File: src/rtl/bus_mux_reg.sv
// Registered N:1 datapath bus multiplexer with priority select.
// Also provides encoded select, conflict capture and a transfer counter.
//
// Ports:
//   clk           system clock, rising edge
//   clr_n         asynchronous active-low reset
//   src_out       per-source drive enables, bit i = source i
//   src_data      flattened source words, source i at [i*WIDTH +: WIDTH]
//   err_clr       synchronous clear of conflict / conflict_mask
//   cnt_clr       synchronous clear of xfer_count
//   bus_out       registered bus value
//   bus_valid     high for the cycle after an enabled edge
//   bus_sel       index of the source that won the last transfer
//   conflict      sticky multi-driver flag
//   conflict_mask sticky OR of src_out over conflicting edges
//   xfer_count    saturating count of enabled edges
module bus_mux_reg #(
    parameter int   WIDTH     = 32,
    parameter int   NSRC      = 24,
    parameter bit   HOLD_IDLE = 1'b1,
    parameter int   CNTW      = 16,
    localparam int  SELW      = $clog2(NSRC)
) (
    input  logic                  clk,
    input  logic                  clr_n,
    input  logic [NSRC-1:0]       src_out,
    input  logic [NSRC*WIDTH-1:0] src_data,
    input  logic                  err_clr,
    input  logic                  cnt_clr,
    output logic [WIDTH-1:0]      bus_out,
    output logic                  bus_valid,
    output logic [SELW-1:0]       bus_sel,
    output logic                  conflict,
    output logic [NSRC-1:0]       conflict_mask,
    output logic [CNTW-1:0]       xfer_count
);

    logic [SELW-1:0]  win_idx;
    logic [WIDTH-1:0] win_data;
    logic             any_en;
    logic             multi_en;
    logic             cnt_sat;

    // Scan from the top down so the lowest set index is the last
    // assignment and therefore wins.
    always_comb begin
        win_idx  = '0;
        win_data = '0;
        any_en   = 1'b0;
        for (int i = NSRC - 1; i >= 0; i--) begin
            if (src_out[i]) begin
                win_idx  = SELW'(i);
                win_data = src_data[i*WIDTH +: WIDTH];
                any_en   = 1'b1;
            end
        end
    end

    // Clearing the lowest set bit leaves something only if two or
    // more enables are active.
    assign multi_en = |(src_out & (src_out - NSRC'(1)));
    assign cnt_sat  = &xfer_count;

    always_ff @(posedge clk or negedge clr_n) begin
        if (!clr_n) begin
            bus_out   <= '0;
            bus_valid <= 1'b0;
            bus_sel   <= '0;
        end else begin
            bus_valid <= any_en;
            if (any_en) begin
                bus_out <= win_data;
                bus_sel <= win_idx;
            end else if (!HOLD_IDLE) begin
                bus_out <= '0;
            end
        end
    end

    always_ff @(posedge clk or negedge clr_n) begin
        if (!clr_n) begin
            xfer_count <= '0;
        end else if (cnt_clr) begin
            xfer_count <= '0;
        end else if (any_en && !cnt_sat) begin
            xfer_count <= xfer_count + CNTW'(1);
        end
    end

    // A fresh conflict on the clearing edge survives the clear and
    // its mask restarts from this edge's enables only.
    always_ff @(posedge clk or negedge clr_n) begin
        if (!clr_n) begin
            conflict      <= 1'b0;
            conflict_mask <= '0;
        end else if (multi_en) begin
            conflict      <= 1'b1;
            conflict_mask <= (err_clr ? '0 : conflict_mask) | src_out;
        end else if (err_clr) begin
            conflict      <= 1'b0;
            conflict_mask <= '0;
        end
    end

endmodule

File: config.mk
export PLATFORM = sky130hd
export DESIGN_NAME = bus_mux_reg
export DESIGN_NICKNAME = d
export VERILOG_FILES = /design/src/rtl/bus_mux_reg.sv
export SDC_FILE = /design/constraint.sdc
export NUM_CORES = 1
export LEC_CHECK = 0
export BUFFER_PORTS_ARGS = -buffer_cell sky130_fd_sc_hd__buf_4
export CORE_AREA = 4 4 340 342
export DETAILED_ROUTE_END_ITERATION = 6
export DIE_AREA = 0 0 344 346
export GPL_TIMING_DRIVEN = 0
export PLACE_DENSITY = 0.3
export SLEW_MARGIN = 40
export SYNTH_ARGS = -nofsm -noshare
export SYNTH_HDL_FRONTEND = slang
export SYNTH_SLANG_ARGS = --single-unit
export TNS_END_PERCENT = 30
File: constraint.sdc
create_clock -name clk -period 2.5 [get_ports clk]
set_input_delay 0.25 -clock clk [delete_from_list [all_inputs] [get_ports clk]]
set_output_delay 0.25 -clock clk [all_outputs]
set_load 0.1 [all_outputs]
# --- Word level (Yosys, flattened, before mapping) ---
# Cells that the tools add are included.
word_totals:
  elab_cells: 94
  output_inout_bits: 79
  regBits: 79
  inputBits: 796
op_classes:
  addsub: 2
  reduce_logical: 6
  mux: 78
  bitwise_logic: 2
op_table:
  columns: ["op", "n"]
  rows:
  - ["32-bit 2-to-1 mux", 24]
  - ["5-bit 2-to-1 mux", 24]
  - ["24-bit 2-to-1 mux", 2]
  - ["16-bit 2-to-1 mux", 2]
  - ["1-bit 2-to-1 mux", 26]
  - ["24-bit AND", 1]
  - ["24-bit bitwise OR", 1]
  - ["24-bit OR reduction", 1]
  - ["24-bit by 1-bit subtractor with 24-bit output (second input constant)", 1]
  - ["16-bit by 1-bit adder with 16-bit output (second input constant)", 1]
  - ["16-bit AND reduction", 1]
  - ["2-bit nonzero test", 2]
  - ["1-bit logical AND", 1]
  - ["1-bit zero test", 1]

# --- Longest topological paths before layout ---
# Gate-level depths: netlist (run 1).
depth:
  ltp_word: 27
  mapped_depth: 10
  ltp_nobuf: 6

# --- Least setup slack after synthesis (run 1) ---
# Ideal clock, no wire load.
synth_path:
  path_kind: "register to register"
  start: "register xfer_count[0]"
  end: "register xfer_count[12]"
  arrival_time_ps: 2528
  setup_ps: 86
  synth_period_minus_slack_ps: 2614
  t_required_ps: 2414
  path_buffers: 1
  path_slack_ps: -114
  stages_incl_launch_ff: 7
  path_cell_list: "dfrtp_1 ha_1 nand4_1 nor3_1 clkbuf_1 and3b_1 nor3_1"
synth_via:
  elab_chain_cells: 4
  word_cells_on_any_way: 7
  cone_classes: "add/sub (1); mux (2); reduce/logical (4)"
synth_rtl:
  columns: ["item", "line_no", "rtl"]
  rows:
  - ["from (decl)", "35", "output logic [CNTW-1:0] xfer_count"]
  - ["from (signal assigned)", "86", "xfer_count <= xfer_count + CNTW'(1);"]
  - ["branches (longest 4 deep; another with 16-bit by 1-bit adder with 16-bit output)", null, null]
# Several ways; the timed one is not identified. The select of a mux whose other input is x is not followed.
# A chain may end at the register's enable or synchronous reset.

# --- Final worst setup path (run 1) ---
layout_path:
  start: "input port src_out[3]"
  end: "register bus_out[23]"
layout_via:
  elab_chain_cells: 4
  word_cells_on_any_way: 8
  cone_classes: "mux (8)"
layout_rtl:
  columns: ["item", "line_no", "rtl"]
  rows:
  - ["from (decl)", "26", "input logic [NSRC-1:0] src_out,"]
  - ["32-bit 2-to-1 mux / 1-bit 2-to-1 mux (equally long branches) (4 in a row)", "51", "if (src_out[i]) begin"]
  - ["to (signal assigned)", "72", "bus_out <= win_data;"]
  - ["to (decl)", "30", "output logic [WIDTH-1:0] bus_out,"]
# Parallel ways exist; a longest one is shown, timed or not.

==> impl_metrics.env, run 1 <==
export IMPL_powerDensity_nw_per_um2=345.3
export IMPL_numCtsBuffers=9
export IMPL_r2r_slack_ps=240
export IMPL_fp_dieArea_um2=119000
export IMPL_gp_congestion=0.9086
export IMPL_fp_dieH_um=346
export IMPL_cts_sinks=79
export IMPL_synth_warnings=0
export IMPL_min_to="bus_out[7]"
export IMPL_fin_ws_ps=-19.58
export IMPL_switching_share_pct=46.23
export IMPL_viasPerCell=4.476
export IMPL_drt_iter0_markers=1294
export IMPL_cp_max_fo=10
export IMPL_grt_pass1_wl_mm=172.6
export IMPL_yosys_most_used_dff="dfrtp_1"
export IMPL_vias=16652
export IMPL_ant_nets=0
export IMPL_row_count=123
export IMPL_min_from="src_data[7]"
export IMPL_grt_usage_pct=21.68
export IMPL_hold_viol=0
export IMPL_synth_edff_count=0
export IMPL_final_common_cell="buf_4"
export IMPL_instances_no_fill=3720
export IMPL_design_core_area_um2=112300
export IMPL_wl_mm=135.3
export IMPL_status="complete, but fails checks"
export IMPL_syn_nets=2112
export IMPL_worstSetupPathType="in2reg"
export IMPL_cp_end_kind="register"
export IMPL_nNetsFinal=3000
export IMPL_area_delta_synth_final_pct=98.31
export IMPL_overflow=0
export IMPL_r2r_start="xfer_count[0]"
export IMPL_ys_ff_latch=79
export IMPL_synth_cell_types=66
export IMPL_pwr_share_seq_pct=20.9
export IMPL_clockBufferDepth=2
export IMPL_cts_htree_levels=3
export IMPL_skew_ps=9.135
export IMPL_synth_avg_cell_area_um2=7.580
export IMPL_violations="setup timing"
export IMPL_drc=0
export IMPL_start_util_pct=8.873
export IMPL_rsz0062_at_grt="true"
export IMPL_grt_max_degree=57
export IMPL_syn_cell_area_um2=9968
export IMPL_r2r_cells=6
export IMPL_final_cell_mix="buf_4 (878), a221oi_1 (117), a221o_1 (116)"
export IMPL_routedWlPerCell_um=36.36
export IMPL_worstPathArrival_ps=2790
export IMPL_async_reset_ff_share_pct=100.0
export IMPL_cts_root_buffer="clkbuf_16"
export IMPL_worstHoldPathCells=2
export IMPL_max_slew_margin_pct=37.05
export IMPL_drv_cap=0
export IMPL_synth_cells=1315
export IMPL_peakVddDrop_mv=0.3760
export IMPL_hp_class="in2reg"
export IMPL_die_width_um=344
export IMPL_r2r_end="xfer_count[12]"
export IMPL_ys_seq_area_share_pct=19.83
export IMPL_tightestPinTransition_ps=936.2
export IMPL_dp_cells=3692
export IMPL_ioPinCount=875
export IMPL_firstDrtPassIters=6
export IMPL_cts_tree="built"
export IMPL_hpwlAfterDp_mm=117.3
export IMPL_clock_fmax_mhz=396.9
export IMPL_power_switching_mw=3.156
export IMPL_clkTransAtPathRegs_ps=80
export IMPL_final_util_pct=17.60
export IMPL_fin_crit_sh_pct=100.8
export IMPL_leakagePower_nw=8.378
export IMPL_fillers=13020
export IMPL_period_needed_ps=2520
export IMPL_setup_violations=2
export IMPL_io_buffers=861
export IMPL_cp_start_kind="input pin"
export IMPL_antenna_found_initial=31
export IMPL_pwr_share_clk_pct=23.4
export IMPL_cp_data_required_time_ps=2770
export IMPL_p_int_mw=3.671
export IMPL_grt_pass1_vias=17896
export IMPL_worstSkewPairLatency_ps=390
export IMPL_comb_power_share_pct=55.7
export IMPL_drv_slew=0
export IMPL_drive_above_1_share_pct=50.59
[metrics by stage]
step | instance area, um^2 | setup WS, ps | power [mW] | setup TNS, ps | hold WS (ps)
3_5_place_dp | 18720 | -1605 | 5.184 | -89090 | 143.7
3_3_place_gp | 18340 | -2959 | 5.123 | -140280 | 455.1
5_1_grt | 19750 | -48.58 | 7.118 | -533.2 | 65.28
4_1_cts | 19630 | -31.22 | 6.935 | -46.35 | 56.12
2_1_floorplan | 10000 | -58.28 | 2.940 | -1138 | -45.59
6_report | 19770 | -19.58 | 6.827 | -34.34 | 90.39
[how the worst max path moves through the flow]
stage                     start           endpoint  slack (ps)  cells past startpoint
floorplan            src_out[2]  conflict_mask[13]         -60                      9
global placement     src_out[9]         bus_out[4]       -2960                      7
detailed placement   src_out[7]        bus_out[22]       -1600                      9
CTS                 src_out[22]        bus_out[18]         -30                      8
global route        src_out[15]        bus_out[23]         -50                      9
finish               src_out[3]        bus_out[23]         -20                      9
[per-layer routing]
metal  wire length, um  vias to the layer above  global-route usage, %
li1                  -                     7177                      -
met1             55040                     8509                  26.27
met4              2577                        8                  4.272
met2             69980                      826                  40.07
met5                64                        -                      0
met3              7603                      132                  3.591
[power groups by stage]
| stage | logic [mW] | registers [mW] | clock network (mW) |
|---|---|---|---|
| floorplan | 0.883 | 2.06 | 0 |
| global placement | 3.68 | 1.44 | 0 |
| detailed placement | 3.74 | 1.45 | 0 |
| CTS | 3.84 | 1.42 | 1.67 |
| global route | 3.98 | 1.44 | 1.70 |
| finish | 3.80 | 1.42 | 1.60 |
[state kept, by name (all words and copies together), names as in the netlist]
name and flops:
xfer_count 16, bus_out 32, conflict_mask 24, bus_sel 5, bus_valid 1, conflict 1
[cell families after synthesis]
kind of cell             Yosys count  synth area share [%]
buffers and inverters            264                 10.28
AO/OA/AOI/OAI                    643                 51.66
flip-flops                        79                 19.83
AND/OR/NAND/NOR                  314                 16.83
multiplexers                       1                0.1004
adder cells (fa/ha/maj)            3                0.3263
XOR/XNOR                          11                0.9665
[cell type report]
cell class,count,area [um^2],share of cell area (%)
Clock buffer,10,229.0,1.158
Tap cell,1500,1877,9.494
Buffer,155,793.3,4.013
Inverter,102,382.9,1.937
Sequential cell,79,1983,10.03
Antenna cell,12,30.03,0.1519
Multi-Input combinational cell,972,7640,38.65
Timing Repair Buffer,884,6740,34.10
Clock inverter,6,92.59,0.4684
[worst max-delay path, cell delays in order]
cell      delay, ps
clkbuf_1        290
nor2b_1         250
clkbuf_1        240
clkbuf_2        390
a221oi_1        460
o311ai_0        280
a31oi_1         200
a21oi_1         120
a221o_1         300
[repair_timing]
action | CTS | global route
endpoints found under the hold margin | 23 | 0
setup endpoints to repair | 78 | 56
resized for setup | 128 | 28
pin swaps | 7 | 3
hold buffers | 1 | 0
setup buffers | 3 | 3
[Yosys cell counts, types with 7 or more instances]
cell type  instances  area share [%]
a22o_1            26             2.3
nand2_1           63             2.4
inv_1            100             3.8
a21oi_1          102             5.1
a22oi_1           12            0.90
clkbuf_1         142             5.3
nand2b_1          29             1.8
nor2_1            67             2.5
xnor2_1           10            0.88
o21ai_0           20             1.0
nor3_1            22             1.1
a221oi_1         152              13
or2_2              7            0.44
o2111ai_1         33             2.9
a221o_1          116              12
nand3_1           17            0.85
or3_1              7            0.44
o31ai_1           32             2.4
a2111oi_0          8            0.70
nand3b_1          27             2.0
a211oi_1          22             1.7
buf_1             13            0.49
a31oi_1           24             1.5
dfrtp_1           79              20
nor2b_1           45             2.8
o311ai_0          30             2.6
o221ai_1          28             2.5
Note: power is estimated with default switching activity, not from simulation.
==> run 2: changes to the inputs <==
Settings changed: RECOVER_POWER from default to 100.
==> impl_metrics.env, run 2 (same netlist as run 1, synthesis figures left out) <==
export IMPL_status="complete, but fails checks"
export IMPL_violations="capacitance limit, slew limit, setup timing"
export IMPL_drv_cap=1
export IMPL_path_buf_inv=3
export IMPL_clockBufferDepth=2
export IMPL_cts_tree="built"
export IMPL_crit_chain="clkbuf_2, clkbuf_2, clkbuf_1, a221oi_1, o31ai_1, o2111ai_1, a21oi_2, a221o_1"
export IMPL_fin_ws_ps=-31.99
export IMPL_fin_crit_sh_pct=101.3
export IMPL_cp_max_fo=10
export IMPL_drive_above_1_share_pct=46.83
export IMPL_leakagePower_nw=8.055
export IMPL_hp_class="in2reg"
export IMPL_post_place_ws_ps=-1605
export IMPL_grt_usage_pct=21.68
export IMPL_worstPathArrival_ps=2810
export IMPL_antenna_found_initial=31
export IMPL_nNetsFinal=3000
export IMPL_wl_mm=135.0
export IMPL_grt_pass1_vias=17896
export IMPL_design_core_area_um2=112300
export IMPL_timing_critical_path_mode_cell="clkbuf_2"
export IMPL_fp_dieArea_um2=119000
export IMPL_fp_dieH_um=346
export IMPL_largest_reg_flops=32
export IMPL_crit_cells=8
export IMPL_top_regs="bus_out: 32 flops, conflict_mask: 24 flops, xfer_count: 16 flops"
export IMPL_firstDrtPassIters=7
export IMPL_regMostFlops="bus_out"
export IMPL_cts_root_buffer="clkbuf_16"
export IMPL_final_common_cell="buf_4"
export IMPL_crit_path_top_delay_cell="o2111ai_1"
export IMPL_cp_data_required_time_ps=2780
export IMPL_drc=0
export IMPL_setup_violations=2
export IMPL_r2r_cells=7
export IMPL_ioPinCount=875
export IMPL_clock_fmax_mhz=394.9
export IMPL_cpLargestDelayFamily="compound AO/OA/AOI/OAI gates"
export IMPL_die_width_um=344
export IMPL_hpwlAfterDp_mm=117.3
export IMPL_routed_wl_met2_mm=69.84
export IMPL_clkTransAtPathRegs_ps=80
export IMPL_cp_end_kind="register"
export IMPL_area_delta_synth_final_pct=95.08
export IMPL_row_count=123
export IMPL_worstSetupPathType="in2reg"
export IMPL_hold_viol=0
export IMPL_worstHoldPathCells=2
export IMPL_overflow=0
export IMPL_ant_nets=0
export IMPL_routedWlPerCell_um=36.31
export IMPL_wl_met1_mm=54.65
export IMPL_grt_pass1_wl_mm=172.6
export IMPL_gp_congestion=0.9086
export IMPL_design_area_um2=19450
export IMPL_rsz0062_at_grt="true"
export IMPL_period_needed_ps=2532
export IMPL_vias=16553
export IMPL_cts_htree_levels=3
export IMPL_grt_max_degree=57
export IMPL_wl_met3_mm=7.739
export IMPL_tightestPinTransition_ps=1806
export IMPL_skew_ps=9.048
export IMPL_max_slew_margin_pct=-20.43
export IMPL_io_buffers=861
export IMPL_crit_path_max_incr_delay_ps=580
export IMPL_numCtsBuffers=9
export IMPL_viasPerCell=4.452
export IMPL_cp_start_kind="input pin"
export IMPL_cts_sinks=79
export IMPL_power_mw=6.737
export IMPL_place_area_um2=18720
export IMPL_drt_iter0_markers=1189
export IMPL_drv_slew=24
export IMPL_final_cell_mix="buf_4 (797), clkbuf_1 (137), a221oi_1 (117)"
export IMPL_powerDensity_nw_per_um2=346.4
export IMPL_start_util_pct=8.873
export IMPL_peakVddDrop_mv=0.3754
export IMPL_worstSkewPairLatency_ps=390
export IMPL_dr_max_layer_used="met5"
[run 2: cell types whose count changed in the layout (fill, tap and decap cells not counted), moves of 2 or more]
cell	change
buf_1	-2
buf_4	-81
clkbuf_1	+83
diode_2	-2
o21ai_0	+3
o21ai_1	-3
[run 2: path summary, 6_finish.rpt]
kind,slack [ps],to,start
worst max-delay path,-30,bus_out[3],src_out[14]
worst min-delay path,90,bus_out[7],src_data[7]
worst max register to register,150,xfer_count[1],xfer_count[0]
worst min register to register,490,bus_out[9],bus_out[9]
max in group asynchronous,270,xfer_count[1],clr_n
min in group asynchronous,1090,conflict_mask[21],clr_n
[run 2: layout make-up]
| cell class | instances | area (um^2) |
|---|---|---|
| fillers | 13065 | 92900 |
| multi-input cells | 972 | 7634 |
| repair buffers | 884 | 6432 |
| flip-flops and latches | 79 | 1982 |
| well taps | 1500 | 1877 |
| plain buffers | 155 | 792.0 |
| inverters | 102 | 382.9 |
| clock buffers | 10 | 229.0 |
| clock inverters | 6 | 92.59 |
| diodes | 10 | 25.02 |
[run 2: per-layer routing]
| layer | vias to the layer above | global-route usage [%] |
|---|---|---|
| met5 | - | 0 |
| met4 | 8 | 4.272 |
| met3 | 130 | 3.591 |
| met2 | 824 | 40.07 |
| met1 | 8421 | 26.27 |
| li1 | 7170 | - |
[run 2: power by group]
group	leakage [nW]	total (mW)	internal [mW]	switching [mW]
clock	0.150	1.60	0.885	0.713
sequential	0.940	1.42	1.36	0.0593
combinational	6.97	3.72	1.35	2.37
[run 2: metrics by stage]
| step | TNS (ps) | util [%] | hold WS (ps) | instances |
|---|---|---|---|---|
| CTS | -46.35 | 17.47 | 56.12 | 3706 |
| detailed placement | -89090 | 16.66 | 143.7 | 3692 |
| global route | -558.1 | 17.30 | 65.28 | 3713 |
| global placement | -140280 | 16.33 | 455.1 | 3676 |
| finish | -43.04 | 17.31 | 93.69 | 3718 |
| floorplan | -1138 | - | -45.59 | 1315 |
[run 2: repair_timing]
item / CTS / global route
setup buffers: 3 / 3
endpoints found under the hold margin: 23 / 0
setup endpoints to repair: 78 / 56
resized for setup: 128 / 28
pin swaps: 7 / 3
hold buffers: 1 / 0
